--- src/rtl/zeroheti_dbg_sba_bridge.sv ---
// Debug-module SBA to OBI bridge.
// Accepts single word accesses from the debug module master port and issues them
// as OBI transactions, one outstanding at a time. Accesses that hit the debug
// module's own address window are refused without touching the bus. A timeout
// aborts stalled accesses towards the debug module. The bus side is then drained
// in the background so the OBI handshake is still completed.
module zeroheti_dbg_sba_bridge #(
    parameter int unsigned          AddrWidth     = 32,
    parameter int unsigned          DataWidth     = 32,
    parameter logic [AddrWidth-1:0] DbgBase       = AddrWidth'(32'h1A11_0000),
    parameter logic [AddrWidth-1:0] DbgSize       = AddrWidth'(32'h0000_1000),
    parameter int unsigned          TimeoutCycles = 1024
) (
    input  logic                   clk_i,
    input  logic                   rst_i,
    input  logic                   dm_req_i,
    input  logic [AddrWidth-1:0]   dm_addr_i,
    input  logic                   dm_we_i,
    input  logic [DataWidth/8-1:0] dm_be_i,
    input  logic [DataWidth-1:0]   dm_wdata_i,
    output logic                   dm_gnt_o,
    output logic                   dm_rvalid_o,
    output logic [DataWidth-1:0]   dm_rdata_o,
    output logic                   dm_err_o,
    output logic                   dm_other_err_o,
    output logic                   obi_req_o,
    input  logic                   obi_gnt_i,
    output logic [AddrWidth-1:0]   obi_addr_o,
    output logic                   obi_we_o,
    output logic [DataWidth/8-1:0] obi_be_o,
    output logic [DataWidth-1:0]   obi_wdata_o,
    input  logic                   obi_rvalid_i,
    input  logic [DataWidth-1:0]   obi_rdata_i,
    input  logic                   obi_err_i
);

    localparam int unsigned BeWidth  = DataWidth / 8;
    localparam int unsigned CntWidth = $clog2(TimeoutCycles) + 1;
    // The abort decision is taken in the cycle whose counter value is TimeoutCycles-2,
    // i.e. when the post-increment count reaches TimeoutCycles-1.
    localparam logic [CntWidth-1:0] CntLimit = CntWidth'(TimeoutCycles - 2);

    typedef enum logic [2:0] {
        IDLE,
        ADDR,
        WAIT_R,
        RESP,
        DRAIN_A,
        DRAIN_R
    } state_e;

    state_e               state_reg, state_next;
    logic [CntWidth-1:0]  cnt_reg, cnt_next;
    logic [AddrWidth-1:0] addr_reg, addr_next;
    logic                 we_reg, we_next;
    logic [BeWidth-1:0]   be_reg, be_next;
    logic [DataWidth-1:0] wdata_reg, wdata_next;
    logic                 req_reg, req_next;
    logic                 rvalid_reg, rvalid_next;
    logic [DataWidth-1:0] rdata_reg, rdata_next;
    logic                 err_reg, err_next;
    logic                 other_err_reg, other_err_next;

    logic [AddrWidth-1:0] dm_offset;
    logic                 in_window;
    logic                 timeout;
    logic                 abort;

    // Offset from the window base; addresses below the base wrap to large values.
    assign dm_offset = dm_addr_i - DbgBase;
    assign in_window = (dm_offset < DbgSize);
    assign timeout   = (cnt_reg == CntLimit);

    // Next-state, capture and response decisions.
    always_comb begin
        state_next     = state_reg;
        cnt_next       = cnt_reg;
        addr_next      = addr_reg;
        we_next        = we_reg;
        be_next        = be_reg;
        wdata_next     = wdata_reg;
        rvalid_next    = 1'b0;
        rdata_next     = rdata_reg;
        err_next       = err_reg;
        other_err_next = other_err_reg;
        dm_gnt_o       = 1'b0;
        abort          = 1'b0;

        case (state_reg)
            IDLE: begin
                dm_gnt_o = dm_req_i;
                if (dm_req_i) begin
                    addr_next  = {dm_addr_i[AddrWidth-1:2], 2'b00};
                    we_next    = dm_we_i;
                    be_next    = dm_be_i;
                    wdata_next = dm_wdata_i;
                    if (in_window) begin
                        state_next = RESP;
                        abort      = 1'b1;
                    end else begin
                        state_next = ADDR;
                        cnt_next   = '0;
                    end
                end
            end
            ADDR: begin
                cnt_next = cnt_reg + 1'b1;
                if (obi_gnt_i) begin
                    // A grant coinciding with the abort still owes a response beat.
                    state_next = timeout ? DRAIN_R : WAIT_R;
                    abort      = timeout;
                end else if (timeout) begin
                    state_next = DRAIN_A;
                    abort      = 1'b1;
                end
            end
            WAIT_R: begin
                cnt_next = cnt_reg + 1'b1;
                if (obi_rvalid_i) begin
                    state_next     = RESP;
                    rvalid_next    = 1'b1;
                    rdata_next     = we_reg ? '0 : obi_rdata_i;
                    err_next       = obi_err_i;
                    other_err_next = 1'b0;
                end else if (timeout) begin
                    state_next = DRAIN_R;
                    abort      = 1'b1;
                end
            end
            RESP: begin
                state_next = IDLE;
            end
            DRAIN_A: begin
                if (obi_gnt_i) begin
                    state_next = DRAIN_R;
                end
            end
            DRAIN_R: begin
                if (obi_rvalid_i) begin
                    state_next = IDLE;
                end
            end
            default: begin
                state_next = IDLE;
            end
        endcase

        // Refused or aborted accesses answer with other_err and no data.
        if (abort) begin
            rvalid_next    = 1'b1;
            rdata_next     = '0;
            err_next       = 1'b0;
            other_err_next = 1'b1;
        end

        // The request stays up in every state that still owes the bus an address phase.
        req_next = (state_next == ADDR) || (state_next == DRAIN_A);
    end

    // State and output registers with synchronous reset.
    always_ff @(posedge clk_i) begin
        if (rst_i) begin
            state_reg     <= IDLE;
            cnt_reg       <= '0;
            addr_reg      <= '0;
            we_reg        <= 1'b0;
            be_reg        <= '0;
            wdata_reg     <= '0;
            req_reg       <= 1'b0;
            rvalid_reg    <= 1'b0;
            rdata_reg     <= '0;
            err_reg       <= 1'b0;
            other_err_reg <= 1'b0;
        end else begin
            state_reg     <= state_next;
            cnt_reg       <= cnt_next;
            addr_reg      <= addr_next;
            we_reg        <= we_next;
            be_reg        <= be_next;
            wdata_reg     <= wdata_next;
            req_reg       <= req_next;
            rvalid_reg    <= rvalid_next;
            rdata_reg     <= rdata_next;
            err_reg       <= err_next;
            other_err_reg <= other_err_next;
        end
    end

    assign dm_rvalid_o    = rvalid_reg;
    assign dm_rdata_o     = rdata_reg;
    assign dm_err_o       = err_reg;
    assign dm_other_err_o = other_err_reg;
    assign obi_req_o      = req_reg;
    assign obi_addr_o     = addr_reg;
    assign obi_we_o       = we_reg;
    assign obi_be_o       = be_reg;
    assign obi_wdata_o    = wdata_reg;

endmodule

--- config.mk ---
export PLATFORM = sky130hd
export DESIGN_NAME = zeroheti_dbg_sba_bridge
export DESIGN_NICKNAME = d
export VERILOG_FILES = /design/src/rtl/zeroheti_dbg_sba_bridge.sv
export SDC_FILE = /design/constraint.sdc
export NUM_CORES = 1
export LEC_CHECK = 0
export CAP_MARGIN = 20
export CORE_AREA = 5 5 75 146
export CTS_BUF_LIST = sky130_fd_sc_hd__clkbuf_4
export CTS_CLUSTER_SIZE = 8
export DETAILED_ROUTE_END_ITERATION = 6
export DIE_AREA = 0 0 80 151
export DONT_BUFFER_PORTS = 1
export PLACE_DENSITY_LB_ADDON = 0.1
export SETUP_SLACK_MARGIN = 0.05
export SYNTH_ARGS = -nofsm -noshare
export SYNTH_HDL_FRONTEND = slang
export SYNTH_SLANG_ARGS = --single-unit
--- constraint.sdc ---
create_clock -name clk_i -period 3.56 [get_ports clk_i]
set_input_delay 1.068 -clock clk_i [delete_from_list [all_inputs] [get_ports clk_i]]
set_output_delay 1.068 -clock clk_i [all_outputs]
set_load 0.005 [all_outputs]
==> impl_metrics.py, run 1 <==
metrics = {
    "run_status": {
        "status": "finished, final reports clean",
    },
    "finish": {
        "fillers": 987,
        "final_layout_size_suffix_gt1_frac": 0.0752,
        "syn_to_final_growth_pct": 6.50,
        "final_nets": 682,
    },
    "clock_network": {
        "cts_tree": "done",
        "cts_resized": 0,
        "htreeDepth": 4,
        "clock_path_buffers": 2,
        "root_buffer": "clkbuf_4",
        "postCtsSetupRepairBufs": 0,
        "cts_inserted_buffers": 17,
        "insertion_delay_ps": 500,
        "clk_pin_slew_ps": 100,
        "ctsHoldBuffers": 0,
        "cts.sinks": 117,
    },
    "timing": {
        "fin_crit_ps": 2880,
        "finalHoldViolations": 0,
        "maxSlewHeadroom": 0.566,
        "finalSetupTns_ps": 0,
        "worst_hold_slack_ps": 480,
        "finalSetupViolCount": 0,
        "fin_ws_ps": 685,
        "fmax_mhz": 348,
        "rsz0062_at_grt": "no",
        "period_share": 0.808,
        "tightest_slew_ps": 651,
        "maxSlewViolCount": 0,
        "finClkSkew_ps": 12.6,
    },
    "worst_setup_path": {
        "critPathKind": "register to primary output",
        "r2r_setup_slack_ps": 1300,
        "cp-end-kind": "primary output",
        "required_ps": 2490,
        "reg2reg_depth": 6,
        "worstPathMaxFanout": 22,
        "start_kind": "register",
        "cp.arrival_ps": 1810,
    },
    "power": {
        "p_leak_uw": 0.00178,
        "internal_power_uw": 1970,
        "power_density_nw_per_um2": 547,
        "p_seq_frac": 0.539,
        "combPwrFrac": 0.105,
        "clock_power_share": 0.356,
        "power_switching_uw": 766,
        "p_total_uw": 2740,
        "irDropWorstVdd_v": 0.000405,
        "swShare": 0.280,
    },
    "hold_path": {
        "hold_path_depth": 2,
        "hold_class": "register to register",
    },
    "yosys": {
        "synthSimpleGateAreaFrac": 0.266,
        "synth_xor_area_frac": 0.00187,
        "ys_types": 44,
        "synthCells": 591,
        "synth.area.top_cells": "dfxtp_1, a21oi_1, nand2_1, nor3b_1, nor2_1",
        "synthFlopType": "dfxtp_1",
        "synth.top_cells.by_count": "nand2_1, a21oi_1, dfxtp_1",
        "yosys.cell_count.top_type": "nand2_1",
        "synth_edf_count": 0,
        "ys_warn_count": 0,
        "async_flop_share": 0,
        "synth_area_sq_um": 4700,
        "synth_mux_area_frac": 0.0128,
        "synth-adder-area-share": 0.00533,
        "synth_top_area_frac": 0.499,
        "synth_top_area_cell": "dfxtp_1",
        "ys_seq_area_frac": 0.499,
        "synth_compound_area_frac": 0.165,
        "avgSynthCellArea_sq_um": 7.95,
        "ys_ff_latch": 117,
        "synth_top_family_by_area": "simple AND/OR/NAND/NOR gates",
    },
    "flow_run": {
        "drv_cap": 0,
    },
    "route": {
        "vias": 3936,
        "drc": 0,
        "drt_iter0_drc": 186,
        "wl_per_cell_um": 16.6,
        "drt_first_pass_iters": 4,
        "vias_per_cell": 5.48,
        "ant_nets": 0,
        "totalWireLength_mm": 11.9,
    },
    "global_routing": {
        "grt_max_degree": 81,
        "track_usage": 0.192,
        "grt_pass1_wl_mm": 18.3,
        "grt_pass1_vias": 3719,
        "antenna_found_initial": 1,
        "grt_overflow": 0,
    },
    "placement": {
        "gp_congestion": 0.782,
        "hpwl_mm": 8.69,
        "place_ws_ps": 551,
        "port_buffers": 0,
    },
    "floorplanning": {
        "die_x_um": 80,
        "die-area_sq_um": 12100,
        "num_rows": 51,
        "start_util": 0.484,
        "die_y_um": 151,
        "core_area_sq_um": 9700,
        "ios": 213,
    },
}
## cells in the final DEF, fill, tap and decap left out, types with 2 or more instances in the layout
cell type and instances:
o211ai_1 2, o21ai_0 5, buf_4 5, conb_1 2, bufinv_16 3, or2_2 2
mux2i_1 6, nand2_1 142, nor4b_1 2, o31ai_1 3, a21oi_1 117, clkinv_2 5
nor4_1 4, ha_1 2, nor3b_1 33, dfxtp_1 117, nand2b_1 5, clkbuf_4 17
o211a_1 2, and2_1 3, nand4_1 3, nor3_1 8, nand3_1 8, clkinvlp_4 5
a31oi_1 5, nor2_1 49, inv_1 7, or4_1 4
## stage by stage
stage                      util  cell area (sq um)  cells
final                     0.516               5000    718
after global routing      0.516               5000    718
after CTS                 0.515               5000    717
after detailed placement  0.486               4710    686
after global placement    0.486               4710    686
after floorplan               -               4700    592
## power groups by stage
stage               clock network, uW  logic (uW)  registers [uW]
floorplan                           0         264            1470
global placement                    0         282            1510
detailed placement                  0         292            1510
CTS                              1010         292            1480
global route                     1070         333            1490
finish                            975         288            1470
## metal layers
layer | track usage | vias to the layer above | share of wire
met2 | 0.319 | 173 | 0.50
met3 | 0.0935 | 26 | 0.11
met4 | 0.0998 | 0 | 0.032
met5 | 0 | - | 0
met1 | 0.197 | 1772 | 0.36
li1 | - | 1965 | -
## worst max-delay path, stage by stage (launching register included)
cell,delay [ps]
dfxtp_1,460
nor2_1,210
nand3_2,410
inv_2,230
## cell families after synthesis
group / Yosys count
compound gates: 143
buf+inv: 51
simple gates: 270
xor+xnor: 1
mux: 6
other cells: 1
flops: 117
fa+ha+maj: 2
## worst paths after layout
kind / from / end
setup reg to reg: state_reg[2]$_SDFF_PP0_ / obi_wdata_o[20]$_SDFFE_PP0P_
hold / removal: obi_wdata_o[25]$_SDFFE_PP0P_ / obi_wdata_o[25]$_SDFFE_PP0P_
hold reg to reg: obi_wdata_o[25]$_SDFFE_PP0P_ / obi_wdata_o[25]$_SDFFE_PP0P_
setup / recovery: state_reg[2]$_SDFF_PP0_ / dm_gnt_o
## area by class of cell
type | count | area, sq um | area share
diodes | 1 | 2.50 | 0.000500
clock buffers | 17 | 128 | 0.0255
clock inverters | 14 | 161 | 0.0323
inverters | 8 | 30.0 | 0.00600
multi-input cells | 424 | 2130 | 0.427
flip-flops and latches | 117 | 2340 | 0.468
well taps | 132 | 165 | 0.0330
repair buffers | 5 | 37.5 | 0.00751
Power figures use the tool's default switching activity.
==> inputs of run 2 (changes only) <==
==> constraint.sdc (replaced) <==
create_clock -name clk_i -period 2.99 [get_ports clk_i]
set_input_delay 0.897 -clock clk_i [delete_from_list [all_inputs] [get_ports clk_i]]
set_output_delay 0.897 -clock clk_i [all_outputs]
set_load 0.005 [all_outputs]
==> run 2 against run 1 <==
Against the previous run: worst hold slack worse by 9.5 ps; die area stayed put; final area hardly changed; critical path type unchanged.
==> impl_metrics.py, run 2 (synthesis results as in run 1) <==
metrics = {
    "timing": {
        "finClkSkew_ps": 12.9,
        "fin_crit_ps": 2320,
        "period_share": 0.776,
        "tightest_slew_ps": 716,
        "finalSetupViolCount": 0,
        "maxSlewViolCount": 0,
        "finalSetupTns_ps": 0,
        "maxSlewHeadroom": 0.517,
        "fin_ws_ps": 669,
        "rsz0062_at_grt": "no",
        "finalHoldViolations": 0,
        "fmax_mhz": 431,
    },
    "worst_setup_path": {
        "critPathKind": "register to primary output",
        "start_kind": "register",
        "cp-end-kind": "primary output",
        "r2r_setup_slack_ps": 780,
        "required_ps": 2090,
        "cp.arrival_ps": 1420,
        "worstPathMaxFanout": 14,
    },
    "finish": {
        "syn_to_final_growth_pct": 6.58,
        "fillers": 1025,
        "final_layout_size_suffix_gt1_frac": 0.0797,
        "final_cell_mix": "nand2_1, a21oi_1, dfxtp_1",
        "final_nets": 686,
        "layout_commonest_cell": "nand2_1",
    },
    "placement": {
        "gp_congestion": 0.803,
        "port_buffers": 0,
        "hpwl_mm": 9.01,
        "place_ws_ps": 280,
    },
    "global_routing": {
        "grt_pass1_wl_mm": 18.5,
        "grt_pass1_vias": 3919,
        "track_usage": 0.196,
        "grt_max_degree": 81,
        "antenna_found_initial": 2,
        "grt_overflow": 0,
    },
    "clock_network": {
        "clk_pin_slew_ps": 100,
        "postCtsSetupRepairBufs": 0,
        "insertion_delay_ps": 490,
        "cts_inserted_buffers": 17,
        "cts_tree": "done",
        "cts.sinks": 117,
        "clock_path_buffers": 2,
        "htreeDepth": 4,
        "root_buffer": "clkbuf_4",
        "ctsHoldBuffers": 0,
        "cts_resized": 0,
    },
    "hold_path": {
        "hold_class": "input port to register",
    },
    "power": {
        "clock_power_share": 0.321,
        "combPwrFrac": 0.114,
        "power_density_nw_per_um2": 620,
        "irDropWorstVdd_v": 0.000380,
        "internal_power_uw": 2200,
        "p_seq_frac": 0.565,
        "swShare": 0.292,
        "power_switching_uw": 908,
        "p_leak_uw": 0.00178,
    },
    "flow_run": {
        "drv_cap": 0,
    },
    "route": {
        "ant_nets": 0,
        "drc": 0,
        "drt_iter0_drc": 146,
        "totalWireLength_mm": 12.0,
        "drt_first_pass_iters": 4,
        "vias": 3986,
        "vias_per_cell": 5.51,
        "wl_per_cell_um": 16.6,
    },
    "run_status": {
        "status": "finished, final reports clean",
    },
    "floorplanning": {
        "num_rows": 51,
        "ios": 213,
        "core_area_sq_um": 9700,
        "start_util": 0.484,
        "die_x_um": 80,
        "die_y_um": 151,
        "die-area_sq_um": 12100,
    },
}
## run 2: through the flow
step                       util  area (sq um)  hold slack [ps]  cells  power (uW)
after floorplan               -          4700              450    592        2070
after global placement    0.490          4750              463    690        2140
after detailed placement  0.490          4750              464    690        2150
after CTS                 0.515          5000              415    722        3160
after global routing      0.516          5000              413    724        3290
final                     0.516          5000              470    724        3100
## run 2: area by class of cell
class                      count  area [sq um]  share of cell area
antenna                        2          5.00             0.00100
clock inverter                14           113              0.0225
inverter                       8          30.0             0.00600
multi-input combinational    424          2130               0.427
sequential                   117          2340               0.468
clock buffer                  18           135              0.0270
tap                          132           165              0.0330
timing repair buffer           9          80.1              0.0160
## run 2: power groups by stage
stage               combinational (uW)  sequential, uW  clock, uW
floorplan                          314            1750          0
global placement                   347            1790          0
detailed placement                 359            1790          0
CTS                                358            1760       1040
global route                       414            1770       1110
finish                             354            1750        997
## run 2: final timing paths
kind | from | endpoint | depth (start not counted)
setup / recovery | state_reg[2]$_SDFF_PP0_ | dm_gnt_o | 3
hold / removal | rst_i | obi_wdata_o[28]$_SDFFE_PP0P_ | 1
setup reg to reg | state_reg[1]$_SDFF_PP0_ | dm_rdata_o[25]$_SDFFE_PP0P_ | 7
hold reg to reg | obi_addr_o[20]$_SDFFE_PP0P_ | obi_addr_o[20]$_SDFFE_PP0P_ | 2
## run 2: routing by layer
layer | routed length [um] | share of wire | track usage | vias up
li1 | - | - | - | 1978
met1 | 4150 | 0.34 | 0.190 | 1798
met2 | 6290 | 0.52 | 0.343 | 184
met3 | 1290 | 0.11 | 0.0964 | 26
met4 | 314 | 0.026 | 0.0854 | 0
met5 | 0 | 0 | 0 | -
## run 2: critical path, cell delays in order (launching register included)
cell and delay, ps:
dfxtp_1 620, nor2_1 120, nand3_2 130, inv_2 60
